## config.mk

```make
export PLATFORM = sky130hd
export DESIGN_NAME = load_store_controller_flat
export DESIGN_NICKNAME = d
export VERILOG_FILES = /design/src/rtl/load_store_controller_if.sv /design/src/rtl/load_store_controller.sv /design/src/flat_wrapper.sv
export SDC_FILE = /design/constraint.sdc
export NUM_CORES = 1
export LEC_CHECK = 0
export ABC_AREA = 1
export CAP_MARGIN = 40
export CORE_UTILIZATION = 40
export CTS_CLUSTER_SIZE = 14
export DETAILED_ROUTE_END_ITERATION = 10
export GPL_TIMING_DRIVEN = 1
export PLACE_DENSITY = 0.66
export SYNTH_ARGS = -nofsm -noshare
export SYNTH_HDL_FRONTEND = slang
export SYNTH_SLANG_ARGS = --single-unit
export TNS_END_PERCENT = 50
```

## constraint.sdc

```tcl
create_clock -name clk -period 2.5 [get_ports clk]
set_input_delay 0.625 -clock clk [delete_from_list [all_inputs] [get_ports clk]]
set_output_delay 0.625 -clock clk [all_outputs]
set_load 0.01 [all_outputs]
```

## src/rtl/load_store_controller_if.sv

```systemverilog
// Avalon-style word bus between the load/store sequencer and memory.
interface load_store_controller_if;
    logic [31:0] address;
    logic        read;
    logic        write;
    logic [3:0]  byteenable;
    logic [31:0] writedata;
    logic        waitrequest;
    logic [31:0] readdata;

    modport master (
        output address, read, write, byteenable, writedata,
        input  waitrequest, readdata
    );

    modport slave (
        input  address, read, write, byteenable, writedata,
        output waitrequest, readdata
    );
endinterface

```

## src/rtl/load_store_controller.sv

```systemverilog
// Memory-stage sequencer for MIPS loads/stores: one word bus access per
// instruction, byte-lane steering for stores and lane merge for loads.
module load_store_controller (
    input  logic                    clk,
    input  logic                    reset,
    input  logic                    start,
    input  logic [5:0]              opcode,
    input  logic [31:0]             base,
    input  logic [31:0]             offset,
    input  logic [31:0]             rt_value,
    load_store_controller_if.master bus,
    output logic                    busy,
    output logic                    done,
    output logic                    error,
    output logic [31:0]             result
);
    localparam int unsigned DATA_W = 32;

    localparam logic [5:0] OP_LB  = 6'h20;
    localparam logic [5:0] OP_LH  = 6'h21;
    localparam logic [5:0] OP_LWL = 6'h22;
    localparam logic [5:0] OP_LW  = 6'h23;
    localparam logic [5:0] OP_LBU = 6'h24;
    localparam logic [5:0] OP_LHU = 6'h25;
    localparam logic [5:0] OP_LWR = 6'h26;
    localparam logic [5:0] OP_SB  = 6'h28;
    localparam logic [5:0] OP_SH  = 6'h29;
    localparam logic [5:0] OP_SW  = 6'h2B;

    typedef enum logic [1:0] {
        IDLE   = 2'd0,
        ACCESS = 2'd1,
        DONE   = 2'd2
    } state_t;

    state_t              state;
    logic [5:0]          op_q;
    logic [DATA_W-1:0]   rt_q;
    logic [1:0]          off_q;

    logic [DATA_W-1:0]   ea_c;
    logic [1:0]          o_c;
    logic                legal_c;
    logic                misalign_c;
    logic                store_c;
    logic [3:0]          be_c;
    logic [DATA_W-1:0]   wd_c;

    logic [4:0]          sh_c;
    logic [4:0]          shl_c;
    logic [DATA_W-1:0]   lane_c;
    logic [DATA_W-1:0]   load_c;

    // Decode the incoming request: effective address, legality, lanes, store data.
    always_comb begin
        ea_c       = base + offset;
        o_c        = ea_c[1:0];
        legal_c    = 1'b1;
        misalign_c = 1'b0;
        store_c    = 1'b0;
        be_c       = 4'hF;
        wd_c       = '0;
        case (opcode)
            OP_LB, OP_LBU: be_c = 4'(4'b0001 << o_c);
            OP_LH, OP_LHU: begin
                be_c       = 4'(4'b0011 << o_c);
                misalign_c = o_c[0];
            end
            OP_LW:         misalign_c = |o_c;
            OP_LWL, OP_LWR: begin
                be_c = 4'hF;
            end
            OP_SB: begin
                store_c = 1'b1;
                be_c    = 4'(4'b0001 << o_c);
                wd_c    = {4{rt_value[7:0]}};
            end
            OP_SH: begin
                store_c    = 1'b1;
                be_c       = 4'(4'b0011 << o_c);
                misalign_c = o_c[0];
                wd_c       = {2{rt_value[15:0]}};
            end
            OP_SW: begin
                store_c    = 1'b1;
                misalign_c = |o_c;
                wd_c       = rt_value;
            end
            default:       legal_c = 1'b0;
        endcase
    end

    // Merge the returned word into the load result using the latched byte offset.
    always_comb begin
        sh_c   = {off_q, 3'b000};
        shl_c  = {2'(2'd3 - off_q), 3'b000};
        lane_c = bus.readdata >> sh_c;
        case (op_q)
            OP_LB:   load_c = {{24{lane_c[7]}}, lane_c[7:0]};
            OP_LBU:  load_c = {24'h0, lane_c[7:0]};
            OP_LH:   load_c = {{16{lane_c[15]}}, lane_c[15:0]};
            OP_LHU:  load_c = {16'h0, lane_c[15:0]};
            OP_LWL:  load_c = (bus.readdata << shl_c) | (rt_q & ~(32'hFFFF_FFFF << shl_c));
            OP_LWR:  load_c = (bus.readdata >> sh_c) | (rt_q & ~(32'hFFFF_FFFF >> sh_c));
            default: load_c = bus.readdata;
        endcase
    end

    // Sequencer: issue, hold the bus through waitrequest, pulse done.
    always_ff @(posedge clk) begin
        if (reset) begin
            state          <= IDLE;
            op_q           <= '0;
            rt_q           <= '0;
            off_q          <= '0;
            bus.address    <= '0;
            bus.read       <= 1'b0;
            bus.write      <= 1'b0;
            bus.byteenable <= '0;
            bus.writedata  <= '0;
            busy           <= 1'b0;
            done           <= 1'b0;
            error          <= 1'b0;
            result         <= '0;
        end else begin
            case (state)
                IDLE: begin
                    if (start) begin
                        op_q  <= opcode;
                        rt_q  <= rt_value;
                        off_q <= o_c;
                        if (!legal_c || misalign_c) begin
                            state <= DONE;
                            done  <= 1'b1;
                            error <= 1'b1;
                        end else begin
                            state          <= ACCESS;
                            busy           <= 1'b1;
                            bus.address    <= {ea_c[31:2], 2'b00};
                            bus.read       <= !store_c;
                            bus.write      <= store_c;
                            bus.byteenable <= be_c;
                            bus.writedata  <= wd_c;
                        end
                    end
                end
                ACCESS: begin
                    if (!bus.waitrequest) begin
                        if (bus.read) begin
                            result <= load_c;
                        end
                        bus.read  <= 1'b0;
                        bus.write <= 1'b0;
                        busy      <= 1'b0;
                        done      <= 1'b1;
                        state     <= DONE;
                    end
                end
                DONE: begin
                    done  <= 1'b0;
                    error <= 1'b0;
                    state <= IDLE;
                end
                default: state <= IDLE;
            endcase
        end
    end
endmodule

```

## src/flat_wrapper.sv

```systemverilog
// flat-port wrapper written by rule: the top's interface ports become plain ports
module load_store_controller_flat 
  (clk, reset, start, opcode, base, offset, rt_value, busy, done, error, result, bus_address, bus_read, bus_write, bus_byteenable, bus_writedata, bus_waitrequest, bus_readdata);
  load_store_controller_if bus_i ();
  input  logic clk;
  input  logic reset;
  input  logic start;
  input  logic [5:0] opcode;
  input  logic [31:0] base;
  input  logic [31:0] offset;
  input  logic [31:0] rt_value;
  output logic busy;
  output logic done;
  output logic error;
  output logic [31:0] result;
  output wire logic [$bits(bus_i.address)-1:0] bus_address;
  output wire logic [$bits(bus_i.read)-1:0] bus_read;
  output wire logic [$bits(bus_i.write)-1:0] bus_write;
  output wire logic [$bits(bus_i.byteenable)-1:0] bus_byteenable;
  output wire logic [$bits(bus_i.writedata)-1:0] bus_writedata;
  input wire logic [$bits(bus_i.waitrequest)-1:0] bus_waitrequest;
  input wire logic [$bits(bus_i.readdata)-1:0] bus_readdata;
  assign bus_address = bus_i.address;
  assign bus_read = bus_i.read;
  assign bus_write = bus_i.write;
  assign bus_byteenable = bus_i.byteenable;
  assign bus_writedata = bus_i.writedata;
  assign bus_i.waitrequest = bus_waitrequest;
  assign bus_i.readdata = bus_readdata;
  load_store_controller u_core (.clk(clk), .reset(reset), .start(start), .opcode(opcode), .base(base), .offset(offset), .rt_value(rt_value), .bus(bus_i), .busy(busy), .done(done), .error(error), .result(result));
endmodule
```

# == Yosys cells after proc, flatten, opt, wreduce, memory -nomap -nowiden ==
# Cells that the tools add are included.
# totals
register_bits,145
in_bits,138
output_inout_bits,105
word_cells,96
# op_classes
add_sub_neg,2
n_eq_ne,22
shifts,6
mux,25
bitwise,8
reduce_logical,20
# op_table
op,count
case mux 32 bit (6 select lines),1
equality test 6 bit (second input constant),16
case mux 32 bit (3 select lines),1
AND 32 bit,2
inverter 32 bit,2
bitwise OR 32 bit,2
adder 32 bit,1
<< shifter 32 x 5 -> 32 bit,1
<< shifter 32 x 5 -> 32 bit (first input constant),1
>> shifter 32 x 5 -> 32 bit,1
>> shifter 32 x 5 -> 32 bit (first input constant),1
two-way mux 1 bit,12
case mux 1 bit (2 select lines),5
OR reduction 10 bit,1
AND reduction 3 bit,3
OR reduction 3 bit,3
case mux 4 bit (2 select lines),1
AND reduction 4 bit,2
two-way mux 2 bit,3
inequality test 2 bit (second input constant),3
case mux 2 bit (2 select lines),1
AND reduction 2 bit,2
nonzero test 2 bit,2
OR reduction 2 bit,2
12 further kinds,14

# == Longest topological paths before layout ==
# logic_depth
depth_word,8
depth_mapped,13
mapped_depth_nobuf,13

# == Worst setup path before layout ==
# No wires, ideal clock.
# synth_path
path_type,input -> register
start,input offset[0]
end,register u_core.bus.address[29]
setup_time_ns,0.109
t_arrival_ns,2.314
t_required_ns,2.391
path_slack_ns,0.077
cell_stages,11
cell_sequence,ha_1 fa_1 inv_1 nand2_1 o221ai_2 nand3_1 nor2_4 buf_2 nand3_1 nand2_1 inv_1
# synth_via
elab_chain_cells,6
# synth_rtl
element,line,source
start: declaration,flat_wrapper.sv:10,input logic [31:0] offset;
adder 32 bit,load_store_controller.sv:56,ea_c = base + offset;
net u_core.ea_c[1],load_store_controller.sv:41,logic [DATA_W-1:0] ea_c;
OR reduction 2 bit,"load_store_controller.sv:69, load_store_controller.sv:86",
case mux 1 bit (2 select lines),load_store_controller.sv:63,case (opcode)
logical OR 1 bit,load_store_controller.sv:132,if (!legal_c || misalign_c) begin
inverter 1 bit (no source line),--,
AND reduction 3 bit (no source line),--,
end signal: assignment,load_store_controller.sv:139,"bus.address <= {ea_c[31:2], 2'b00};"
end: declaration,load_store_controller_if.sv:12,"output address, read, write, byteenable, writedata,"
# The timed path passes the listed nets, and every way through them passes these cells.
# A chain may end at the register's enable or synchronous reset.

# == Worst setup path after layout ==
# layout_path
start,input offset[0]
end,register u_core.bus.writedata[29]
# layout_via
elab_chain_cells,6
# layout_rtl
element,line,source
adder 32 bit,load_store_controller.sv:56,
net u_core.ea_c[1],load_store_controller.sv:41,
OR reduction 2 bit,"load_store_controller.sv:69, load_store_controller.sv:86",
case mux 1 bit (2 select lines),load_store_controller.sv:63,
logical OR 1 bit,load_store_controller.sv:132,
inverter 1 bit (no source line),--,
AND reduction 3 bit (no source line),--,
end signal: assignment,load_store_controller.sv:143,bus.writedata <= wd_c;
end: declaration,load_store_controller_if.sv:12,
# The timed path passes the listed nets, and every way through them passes these cells.

==> run_results.csv <==
group,metric,value,unit
critical_path,arrival,2.72,ns
critical_path,crit_fanout,6,
global_routing,grt_pass1_wl,56.64,mm
floorplan,initial_core_util,40.69,%
logic_synthesis,yosys.cell_types.count,42,
cts,insertion_delay,0.43,ns
global_routing,grt_pass1_vias,10569,
global_routing,grt.total_usage,30.08,%
routing,drt_pass1_iterations,7,
pwr,seqPwrFrac,35.8,%
logic_synthesis,synth_top_flop_cell,"dfxtp_1",
cts,clkTransAtPathRegs,0.07,ns
floorplan,rows,56,
cts,cts_buffers,17,
critical_path,max_stage_delay,0.52,ns
global_routing,grt_max_degree,75,
place,finalWeightedCongestion,0.9704,
critical_path,critPathKind,"input port to flip-flop",
cells_and_area,fin_nets,2060,
pwr,combPwrFrac,24.6,%
logic_synthesis,yosysWarnings,0,
logic_synthesis,synthTopCellsByCount,"nand2_1 (491), inv_1 (231), a21oi_1 (149)",
pwr,p_total,0.006900,W
pwr,power.switching,0.002245,W
timing,fin_crit,2.386,ns
floorplan,fp.dieW,156.5,um
routing,post_drt_wl_per_cell,16.35,um
timing,tightest_slew,0.8879,ns
hold_path,min_path_cells,2,
logic_synthesis,yosysTopAreaCell,"dfxtp_1",
cells_and_area,area_growth_syn_to_layout,43.22,%
cts,cts_tree,"done",
global_routing,grt_overflow,0,
pwr,p_clk_share,39.6,%
outcome,outcome,"completed",
timing,finalCritPeriodShare,95.44,%
logic_synthesis,synth_top_area_share,30.39,%
timing,fin_skew,0.009483,ns
critical_path,r2r_cells,8,
cts,htree_levels,4,
pwr,ir_worst_vdd,0.3582,mV
timing,hold-worst-slack,0.4629,ns
critical_path,startpoint_type,"input port",
timing,slew_headroom,40.81,%
timing,max_freq,419.1,MHz
logic_synthesis,synth_edf_count,0,
cts,cts_sinks,145,
logic_synthesis,yosys-top-cells-area,"dfxtp_1 (30%), nand2_1 (19%), inv_1 (9.1%)",
routing,drc,0,
pwr,internal-power,0.004656,W
routing,via_count,11209,
cells_and_area,final_area,13680,um2
cells_and_area,diodes,0,
logic_synthesis,synthArstFlopShare,0,%
critical_path,crit_chain,"dlygate4sd2_1 > ha_2 > fa_1 > inv_2 > nand2_4 > o221ai_4 > nand3_2 > nor2_4 > buf_12 > buf_12 > nand2_1 > a21oi_1",
pwr,power.density,504.5,nW/um2
routing,drtIter0Drc,978,
routing,ant_nets,0,
hold_path,worst_hold_path_type,"flip-flop to flip-flop",
floorplan,pin_count,243,
place,detailed_place_hpwl,27.79,mm
logic_synthesis,syn_avg_cell_area,6.007,um2
logic_synthesis,synth_area,9550,um2
logic_synthesis,yosys_register_bits,145,
cts,clockBufferDepth,2,
place,dpl-instance-area,12800,um2
timing,setup_viol_count_final,0,
cells_and_area,drive_gt1_share,9.143,%
logic_synthesis,yosysSeqAreaShare,30.39,%
critical_path,cp-end-kind,"flip-flop",
logic_synthesis,yosysMostFrequentCell,"nand2_1",
timing,maxSlewViolCount,0,
flow_run,cap_violations,0,
floorplan,core,23470,um2
routing,wl,36.33,mm
pwr,p_leak,6.403,nW
critical_path,crit_top_cell,"buf_12",
logic_synthesis,synthCells,1590,
cells_and_area,finish.utilization,58.27,%
critical_path,cp.required,2.84,ns
place,io_buffers,240,
global_routing,grt_antenna_before_repair,0,
timing,hold_viol_final,0,
pwr,switching_share,32.53,%
timing,rsz0062_at_grt,"no",
floorplan,die_y,156.5,um
floorplan,die_area,24500,um2
critical_path,cp_slowest_cell,"fa_1",
cts,cts_root_buf,"clkbuf_16",
routing,via_per_inst,5.045,
## cells by family after synthesis
group | count (synthesis) | share of synthesized area (%)
AND/OR/NAND/NOR | 757 | 32.56
adder cells (fa/ha/maj) | 32 | 4.271
other | 1 | 0.03927
XOR/XNOR | 14 | 1.284
buffers and inverters | 299 | 12.50
AO/OA/AOI/OAI | 338 | 18.54
multiplexers | 4 | 0.4192
flip-flops | 145 | 30.39
## layout make-up
class,instances,area (um2)
clock inverter,15,190.2
timing repair buffer,344,3363
tap,319,399.1
multi-input combinational,1147,5515
sequential,145,2903
fill,2289,9794
inverter,235,882.1
clock buffer,17,425.4
## repair_timing
item                                    4_1_cts  5_1_grt
hold buffers                                  0        0
gates cloned                                  4        0
gates resized for setup                      21        9
endpoints found under the setup margin       53       65
buffers inserted                              7        2
pin swaps                                     8        6
## path summary, 6_finish.rpt
path	startpoint	end	slack, ns
hold reg to reg	u_core.result[12]$_SDFFE_PP0P_	u_core.result[12]$_SDFFE_PP0P_	0.46
setup reg to reg	u_core.op_q[5]$_SDFFE_PP0P_	u_core.result[14]$_SDFFE_PP0P_	0.41
hold / removal	u_core.result[12]$_SDFFE_PP0P_	u_core.result[12]$_SDFFE_PP0P_	0.46
setup / recovery	offset[0]	u_core.bus.writedata[29]$_SDFFE_PP0P_	0.11
## layout by cell type, fill, tap and decap left out, types with 12 or more instances in the layout
cell type,instances
o211ai_1,12
a21oi_1,145
nand2_1,488
nand3_1,101
inv_1,229
nor2_1,129
o21ai_0,140
clkdlybuf4s50_1,235
buf_4,88
o21ai_1,14
dfxtp_1,145
ha_1,30
clkbuf_16,17
## flip-flops by register name, indices dropped and copies added (netlist names), 2 cells and up
name                   cells
u_core.off_q               2
u_core.state               2
u_core.op_q                6
u_core.rt_q               32
u_core.result             32
u_core.bus.address        30
u_core.bus.writedata      32
u_core.bus.byteenable      4
## power groups by stage
stage               logic, W  registers, W  clock network (W)
CTS                  0.00168       0.00247            0.00274
global placement     0.00162       0.00252                  0
finish               0.00170       0.00247            0.00273
global route         0.00187       0.00248            0.00284
floorplan           0.000889       0.00250                  0
detailed placement   0.00163       0.00252                  0
## worst max-delay path, delay by kind of cell
family,cells,cell delay [ns]
buffers and inverters,4,0.63
and+or+nand+nor,4,0.43
adders and majority gates,2,0.71
AOI/OAI and AO/OA,2,0.33
## through the flow
step,TNS [ns],cells,setup WS (ns)
6_report,0,2222,0.1140
5_1_grt,0,2222,0.001657
4_1_cts,0,2221,0.008639
3_5_place_dp,-33.29,2179,-0.5524
3_3_place_gp,-27.41,2179,-0.4311
2_1_floorplan,0,1591,0.07658
## per-layer routing
metal / up-vias / GRT usage (%) / part of all wire, %
li1: 5654 / - / -
met1: 5044 / 38.94 / 44
met2: 454 / 50.40 / 47
met3: 57 / 4.016 / 6.2
met4: 0 / 11.90 / 3.1
met5: - / 0 / 0
Power figures use the tool's default switching activity.
